**src/rtl/komandara_elastic_buffer.sv**
```systemverilog
// Multi-entry valid/ready elastic buffer built on a circular array, with optional
// zero-latency fall-through when empty and a synchronous flush.
module komandara_elastic_buffer #(
  parameter int unsigned DATA_WIDTH   = 32,
  parameter int unsigned DEPTH        = 2,
  parameter bit          FALL_THROUGH = 1'b1,
  localparam int unsigned CNT_W       = $clog2(DEPTH + 1)
) (
  input  logic                  clk_i,
  input  logic                  rst_ni,
  input  logic                  flush_i,
  input  logic [DATA_WIDTH-1:0] s_data_i,
  input  logic                  s_valid_i,
  output logic                  s_ready_o,
  output logic [DATA_WIDTH-1:0] m_data_o,
  output logic                  m_valid_o,
  input  logic                  m_ready_i,
  output logic [CNT_W-1:0]      count_o
);

  localparam int unsigned      PTR_W    = (DEPTH > 1) ? $clog2(DEPTH) : 1;
  localparam logic [CNT_W-1:0] DEPTH_C  = CNT_W'(DEPTH);
  localparam logic [PTR_W-1:0] LAST_PTR = PTR_W'(DEPTH - 1);

  logic [DATA_WIDTH-1:0] mem_q [DEPTH];
  logic [DATA_WIDTH-1:0] mem_d [DEPTH];
  logic [PTR_W-1:0]      wr_ptr_q, wr_ptr_d;
  logic [PTR_W-1:0]      rd_ptr_q, rd_ptr_d;
  logic [CNT_W-1:0]      count_q, count_d;

  logic empty, full, push, pop, bypass, push_store, pop_store;

  logic                  chk_hold_q, chk_hold_d;
  logic [DATA_WIDTH-1:0] chk_data_q, chk_data_d;

  // Ready is derived from registered occupancy only, so a pop from full cannot open it this cycle.
  always_comb begin
    full      = (count_q == DEPTH_C);
    empty     = (count_q == '0);
    s_ready_o = !full && !flush_i;
    if (FALL_THROUGH && empty) begin
      m_valid_o = s_valid_i && !flush_i;
      m_data_o  = s_data_i;
    end else begin
      m_valid_o = !empty && !flush_i;
      m_data_o  = mem_q[rd_ptr_q];
    end
    push       = s_valid_i && s_ready_o;
    pop        = m_valid_o && m_ready_i;
    bypass     = FALL_THROUGH && empty && pop;
    push_store = push && !bypass;
    pop_store  = pop && !bypass;
    chk_hold_d = m_valid_o && !m_ready_i && !flush_i;
    chk_data_d = m_data_o;
  end

  always_comb begin
    mem_d    = mem_q;
    wr_ptr_d = wr_ptr_q;
    rd_ptr_d = rd_ptr_q;
    count_d  = count_q;
    if (flush_i) begin
      wr_ptr_d = '0;
      rd_ptr_d = '0;
      count_d  = '0;
    end else begin
      if (push_store) begin
        mem_d[wr_ptr_q] = s_data_i;
        wr_ptr_d        = (wr_ptr_q == LAST_PTR) ? '0 : wr_ptr_q + PTR_W'(1);
      end
      if (pop_store) begin
        rd_ptr_d = (rd_ptr_q == LAST_PTR) ? '0 : rd_ptr_q + PTR_W'(1);
      end
      case ({push_store, pop_store})
        2'b10:   count_d = count_q + CNT_W'(1);
        2'b01:   count_d = count_q - CNT_W'(1);
        default: count_d = count_q;
      endcase
    end
  end

  always_ff @(posedge clk_i or negedge rst_ni) begin
    if (!rst_ni) begin
      wr_ptr_q   <= '0;
      rd_ptr_q   <= '0;
      count_q    <= '0;
      chk_hold_q <= 1'b0;
      chk_data_q <= '0;
    end else begin
      wr_ptr_q   <= wr_ptr_d;
      rd_ptr_q   <= rd_ptr_d;
      count_q    <= count_d;
      chk_hold_q <= chk_hold_d;
      chk_data_q <= chk_data_d;
    end
  end

  // Storage is deliberately left unreset; occupancy alone decides what is valid.
  always_ff @(posedge clk_i) begin
    mem_q <= mem_d;
  end

  assign count_o = count_q;

  always @(posedge clk_i) begin
    if (rst_ni) begin
      if (chk_hold_q && !flush_i) begin
        a_stable: assert (m_valid_o && (m_data_o == chk_data_q));
      end
      a_count_max: assert (count_q <= DEPTH_C);
      a_no_push_full: assert (!(push && full));
    end
  end

endmodule

```
**config.mk**
```make
export PLATFORM = sky130hd
export DESIGN_NAME = komandara_elastic_buffer
export DESIGN_NICKNAME = d
export VERILOG_FILES = /design/src/rtl/komandara_elastic_buffer.sv
export SDC_FILE = /design/constraint.sdc
export NUM_CORES = 1
export LEC_CHECK = 0
export ABC_AREA = 1
export CORE_MARGIN = 2
export CORE_UTILIZATION = 45
export DETAILED_ROUTE_END_ITERATION = 8
export GPL_ROUTABILITY_DRIVEN = 1
export PLACE_DENSITY = 0.82
export SETUP_SLACK_MARGIN = 0.15
export SYNTH_ARGS = -nofsm -noshare
export SYNTH_HDL_FRONTEND = slang
export SYNTH_SLANG_ARGS = --single-unit
```
**constraint.sdc**
```tcl
create_clock -name clk_i -period 5.2 [get_ports clk_i]
set_clock_uncertainty 0.05 [all_clocks]
set_input_delay 0.52 -clock clk_i [delete_from_list [all_inputs] [get_ports clk_i]]
set_output_delay 0.52 -clock clk_i [all_outputs]
set_load 0.05 [all_outputs]
```
==> reports/results.txt, run 1 <==
Max-Cap Viols -> 0
synthesized cell area -> 0.002883 mm2
period utilisation layout -> 69.89%
synth unique cells -> 18
WS Path Type -> flop to output port
fraction of the mapped netlist area in compound gates -> 12.46%
RSZ-0062 raised after global routing -> no
wire per inst -> 15.00 um
Slew Limit Fails -> 0
Via density -> 5.224
peak supply drop -> 0.3519 mV
Rows -> 29
Synth area leaders -> edfxtp_1 67%, a21oi_1 11%, nand2_1 5.6%
largest family of logic cells by synthesized area -> simple AND/OR/NAND/NOR gates
Final nets -> 357
post-synthesis sequential area ratio -> 70.14%
drt drc -> 0
chip width -> 84.04 um
Post-DRT Antenna Nets -> 0
Synth Net Count -> 287
height of the die -> 84.04 um
first-pass GRT wire length -> 9791 um
outcome -> finished, final reports clean
Gate Count Post-Synth -> 250
clock root buffer -> clkbuf_8
CP endpoint kind -> output port
# resized after CTS -> 0
CP cell instances -> inv_2, nand2_1, a21oi_1, clkdlybuf4s50_1
Leakage -> 1.442 nW
Global Route Usage Sum -> 17.66%
Post-Synth Simple-Gate Area -> 14.37%
GRT Residual Overflow -> 0
Synth Area in XOR/XNOR -> 0%
Clk pin slew, worst setup/hold paths -> 70 ps
Yosys top cell area share -> 66.67%
total negative setup slack -> 0 ps
Startpoint Class -> flop
mux cell area share after synthesis -> 0%
Synth Area in Adders -> 0%
starting density of the core -> 45.92%
most common cell after layout, fill and taps aside -> clkdlybuf4s50_1
Hold Violations, Final -> 0
required time of the critical path -> 4630 ps
Top delay family on crit path -> buffers and inverters
Relative slew margins -> 23.66%
layout cells sized above 1 -> 9.231%
CP max stage cell -> clkdlybuf4s50_1
post-synth top area cell -> edfxtp_1
Power Total -> 2.244 mW
Setup Viol. Count Final -> 0
DR iter-0 viols -> 170
Post-DP HPWL -> 3748 um
cts hold-fix bufs -> 0
Core Area -> 0.006277 mm2
Clock Sinks -> 68
DRT Pass-1 Iters -> 4
most frequent cells in the layout -> 72 x clkdlybuf4s50_1, 66 x a21oi_1, 64 x edfxtp_1, 43 x nand2_1, 35 x nor2_1
GPL Wtd Cong -> 0.7788
Yosys Warn Count -> 0
CTS Buf Count -> 9
diodes inserted -> 0
CP arrival -> 3060 ps
via count -> 2,100
Top-Level Pins -> 73
post-CTS setup buffers -> 0
largest stage delay on the critical path -> 850 ps
H-tree depth reported by CTS -> 3
fin crit period -> 3634 ps
largest net degree at the start of global routing -> 35
flops & latches, synth -> 68
initial antenna violation count -> 0
drt total wl -> 6029 um
Avg Cell Area, Syn -> 11.53 um2
CP Buf/Inv Count -> 2
die area -> 0.007063 mm2
vias in the first global route -> 2,060
IO Port Bufs -> 72
worst-path fanout max -> 34
worst hold path class -> input port to asynchronous set/reset pin
Layout area overhead -> 34.11%
Longest Clk Path Bufs -> 2
FMAX -> 275.1 MHz
Power Dens Cells -> 580.5 mW/mm2
Slew @ Worst Pin -> 1145 ps
Clock Latency Late Sink -> 330 ps
CTS tree -> done
-- power by group --
| part | switching (mW) | internal [mW] | leakage [nW] |
|---|---|---|---|
| logic | 0.769 | 0.339 | 0.698 |
| clock network | 0.184 | 0.263 | 0.105 |
| registers | 0.0338 | 0.656 | 0.638 |
| total | 0.986 | 1.26 | 1.44 |
-- Yosys cell counts, drive strengths merged --
| cell type | count |
|---|---|
| edfxtp | 64 |
| o21a | 1 |
| o21ai | 2 |
| buf | 4 |
| a21oi | 66 |
| inv | 9 |
| dfrtp | 4 |
| o21bai | 1 |
| clkbuf | 9 |
| nand4 | 1 |
| nor2 | 41 |
| nand2 | 45 |
| nand3 | 3 |
-- routing by layer --
metal | share of wire, % | wire length, um | global-route usage [%]
met2 | 51 | 3047 | 29.22
met1 | 43 | 2574 | 21.83
met3 | 5.2 | 315 | 5.242
met4 | 1.5 | 91 | 6.745
met5 | 0 | 0 | 0
-- flip-flops by register name, summed over array words and instances, names as in the netlist --
name and cells:
mem_q 64, count_o 2, rd_ptr_q 1, wr_ptr_q 1
-- final timing paths --
path / start / end / slack (ps) / cells past startpoint
worst max-delay path: rd_ptr_q$_DFFE_PN0P_ / m_data_o[21] / 1570 / 4
worst min-delay path: rst_ni / count_o[0]$_DFFE_PN0P_ / 340 / 1
worst max register to register: count_o[1]$_DFFE_PN0P_ / mem_q[46]$_DFFE_PP_ / 2520 / 5
worst min register to register: wr_ptr_q$_DFFE_PN0P_ / wr_ptr_q$_DFFE_PN0P_ / 510 / 1
max in group asynchronous: rst_ni / wr_ptr_q$_DFFE_PN0P_ / 4590 / 1
min in group clk_i: wr_ptr_q$_DFFE_PN0P_ / wr_ptr_q$_DFFE_PN0P_ / 510 / 1
-- layout make-up --
type,count,area (um2)
fillers,498,2411
flip-flops and latches,68,2022
multi-input cells,160,788.3
repair buffers,72,720.7
clock buffers,9,123.9
well taps,77,96.34
clock inverters,7,81.33
inverters,9,33.78
-- stage by stage --
stage	setup slack (ps)	cells	hold slack (ps)	cell area, um2	utilization, %
5_1_grt	1439	402	333.4	3866	61.59
2_1_floorplan	2126	250	174.4	2883	-
3_3_place_gp	1999	386	488.6	3661	58.32
3_5_place_dp	1928	386	499.6	3661	58.32
4_1_cts	1573	402	333.4	3866	61.59
6_report	1566	402	336.8	3866	61.59
-- cells by family (layout without fill, tap and decap cells) --
kind of cell,count (synthesis),in the layout
AOI/OAI and AO/OA,70,70
buffers and inverters,22,97
DFF,68,68
and+or+nand+nor,90,90
Power figures use the tool's default switching activity.
==> run 2, diff against run 1 <==
clock period = 3.59 ns   (was 5.2 ns; I/O delays follow)
==> run 2 against run 1 <==
  * Global-route usage down 0.52 points
  * Largest power group unchanged
  * Sequential power up 42%
  * Critical path depth unchanged
  * Combinational power up 45%
  * Highest routed layer unchanged
  * Largest cell class unchanged
  * Non-clock buffer count up 3
==> reports/results.txt, run 2 (same netlist as run 1, synthesis figures left out) <==
layout cells sized above 1 -> 10.09% (+0.86 points)
M3 GR Usage -> 4.550% (-0.69 points)
DR iter-0 viols -> 108 (-36%)
post-CTS setup buffers -> 0 (unchanged)
Clock Sinks -> 68 (unchanged)
CP max stage cell -> clkdlybuf4s50_1
wire per inst -> 14.52 um (-3.2%)
met1 Track Usage GR -> 21.14% (-0.69 points)
height of the die -> 84.04 um (unchanged)
Post-DRT Antenna Nets -> 0 (unchanged)
worst-path fanout max -> 34 (unchanged)
Slew @ Worst Pin -> 825.3 ps (-319.9 ps)
RSZ-0062 raised after global routing -> no
initial antenna violation count -> 0 (unchanged)
Hold Violations, Final -> 0 (unchanged)
max reg flops -> 64 (unchanged)
IO Port Bufs -> 72 (unchanged)
total negative setup slack -> 0 ps (unchanged)
drt total wl -> 5867 um (-2.7%)
peak supply drop -> 0.5094 mV (+45%)
most frequent cells in the layout -> 72 x clkdlybuf4s50_1, 66 x a21oi_1, 64 x edfxtp_1, 43 x nand2_1, 35 x nor2_1
GPL Wtd Cong -> 0.7268 (-6.7%)
Via density -> 5.035 (-3.6%)
via count -> 2,034 (-3.1%)
CP endpoint kind -> output port
most common cell after layout, fill and taps aside -> clkdlybuf4s50_1
DRT Pass-1 Iters -> 4 (unchanged)
outcome -> finished, final reports clean
CP cell instances -> nor2_4, a21oi_1, a21oi_1, clkdlybuf4s50_1
worst hold path class -> input port to asynchronous set/reset pin
Setup Viol. Count Final -> 0 (unchanged)
cts hold-fix bufs -> 0 (unchanged)
GRT busiest layer -> met2
Slew Limit Fails -> 0 (unchanged)
Clock Latency Late Sink -> 330 ps (about the same)
Clk pin slew, worst setup/hold paths -> 70 ps (about the same)
most used cell, CP -> a21oi_1
Leakage -> 1.438 nW (-0.26%)
drt drc -> 0 (unchanged)
CP arrival -> 2620 ps (-440 ps)
H-tree depth reported by CTS -> 3 (unchanged)
Final nets -> 360 (+0.84%)
Power Total -> 3.178 mW (+42%)
Post-DP HPWL -> 3612 um (-3.6%)
area of the multi-input gates -> 788.3 um2 (unchanged)
first-pass GRT wire length -> 9280 um (-5.2%)
period utilisation layout -> 84.24%
largest stage delay on the critical path -> 840 ps (about the same)
Relative slew margins -> 44.85% (+21 points)
clock root buffer -> clkbuf_8
Cell Area, Placed -> 0.003684 mm2 (+0.62%)
die area -> 0.007063 mm2 (unchanged)
M2 GR Usage -> 28.64% (-0.58 points)
Power Dens Cells -> 822.3 mW/mm2 (+42%)
Post-Layout Inst Area -> 0.003865 mm2 (about the same)
largest net degree at the start of global routing -> 35 (unchanged)
Startpoint Class -> flop
Largest Register -> mem_q
Final Util -> 61.57% (about the same)
final hold slack -> 178.2 ps (-158.6 ps)
Top delay family on crit path -> buffers and inverters
Core Area -> 0.006277 mm2 (unchanged)
Layout area overhead -> 34.07% (about the same)
Non-Filler Instances -> 404 (+0.50%)
total placed cells including tap cells -> 389 (+0.78%)
starting density of the core -> 45.92% (unchanged)
vias in the first global route -> 1,982 (-3.8%)
FMAX -> 330.7 MHz
Top-Level Pins -> 73 (unchanged)
required time of the critical path -> 3180 ps (-1450 ps)
pre-CTS setup slack -> 860.4 ps (-1068 ps)
Setup WS post-layout -> 565.7 ps (-999.8 ps)
CTS Buf Count -> 9 (unchanged)
WS Path Type -> flop to output port
Global Route Usage Sum -> 17.14% (-0.52 points)
Longest Clk Path Bufs -> 2 (unchanged)
chip width -> 84.04 um (unchanged)
CTS tree -> done
Rows -> 29 (unchanged)
fin crit period -> 3024 ps
diodes inserted -> 0 (unchanged)
register area -> 0.002022 mm2 (unchanged)
# resized after CTS -> 0 (unchanged)
CP Buf/Inv Count -> 1 (-1)
Max-Cap Viols -> 0 (unchanged)
FILL cells -> 491 (-1.4%)
GRT Residual Overflow -> 0 (unchanged)
## run 2: cell count changes in the layout (fill, tap and decap cells not counted), sizes merged
cell / before / now
clkbuf: 9 / 10
clkinv: 5 / 2
buf: 0 / 3
clkinvlp: 0 / 2
bufinv: 2 / 1
## run 2: worst paths after layout
kind                                   startpoint                      to  slack [ps]  depth (start not counted)
max                        count_o[1]$_DFFE_PN0P_             m_data_o[1]         570                          4
min                                        rst_ni    wr_ptr_q$_DFFE_PN0P_         180                          1
max reg2reg                count_o[1]$_DFFE_PN0P_     mem_q[24]$_DFFE_PP_         980                          6
min reg2reg                  wr_ptr_q$_DFFE_PN0P_    wr_ptr_q$_DFFE_PN0P_         510                          1
max in group asynchronous                  rst_ni  count_o[1]$_DFFE_PN0P_        3130                          1
min in group clk_i           wr_ptr_q$_DFFE_PN0P_    wr_ptr_q$_DFFE_PN0P_         510                          1
## run 2: area by class of cell
type                    instances  share of cell area, %
repair buffers                 75                  19.23
clock inverters                 5                  1.392
clock buffers                  10                  3.302
flip-flops and latches         68                  52.31
well taps                      77                  2.493
inverters                       9                 0.8741
multi-input cells             160                  20.39
## run 2: per-layer routing
layer  vias to the layer above  part of all wire, %
li1                       1024                    -
met1                       945                   43
met2                        56                   51
met3                         9                  4.3
met4                         0                  1.7
met5                         -                    0
## run 2: report_power, final
group	leakage, nW	internal [mW]	switching [mW]
combinational	0.714	0.496	1.12
clock	0.0858	0.313	0.269
sequential	0.638	0.949	0.0322
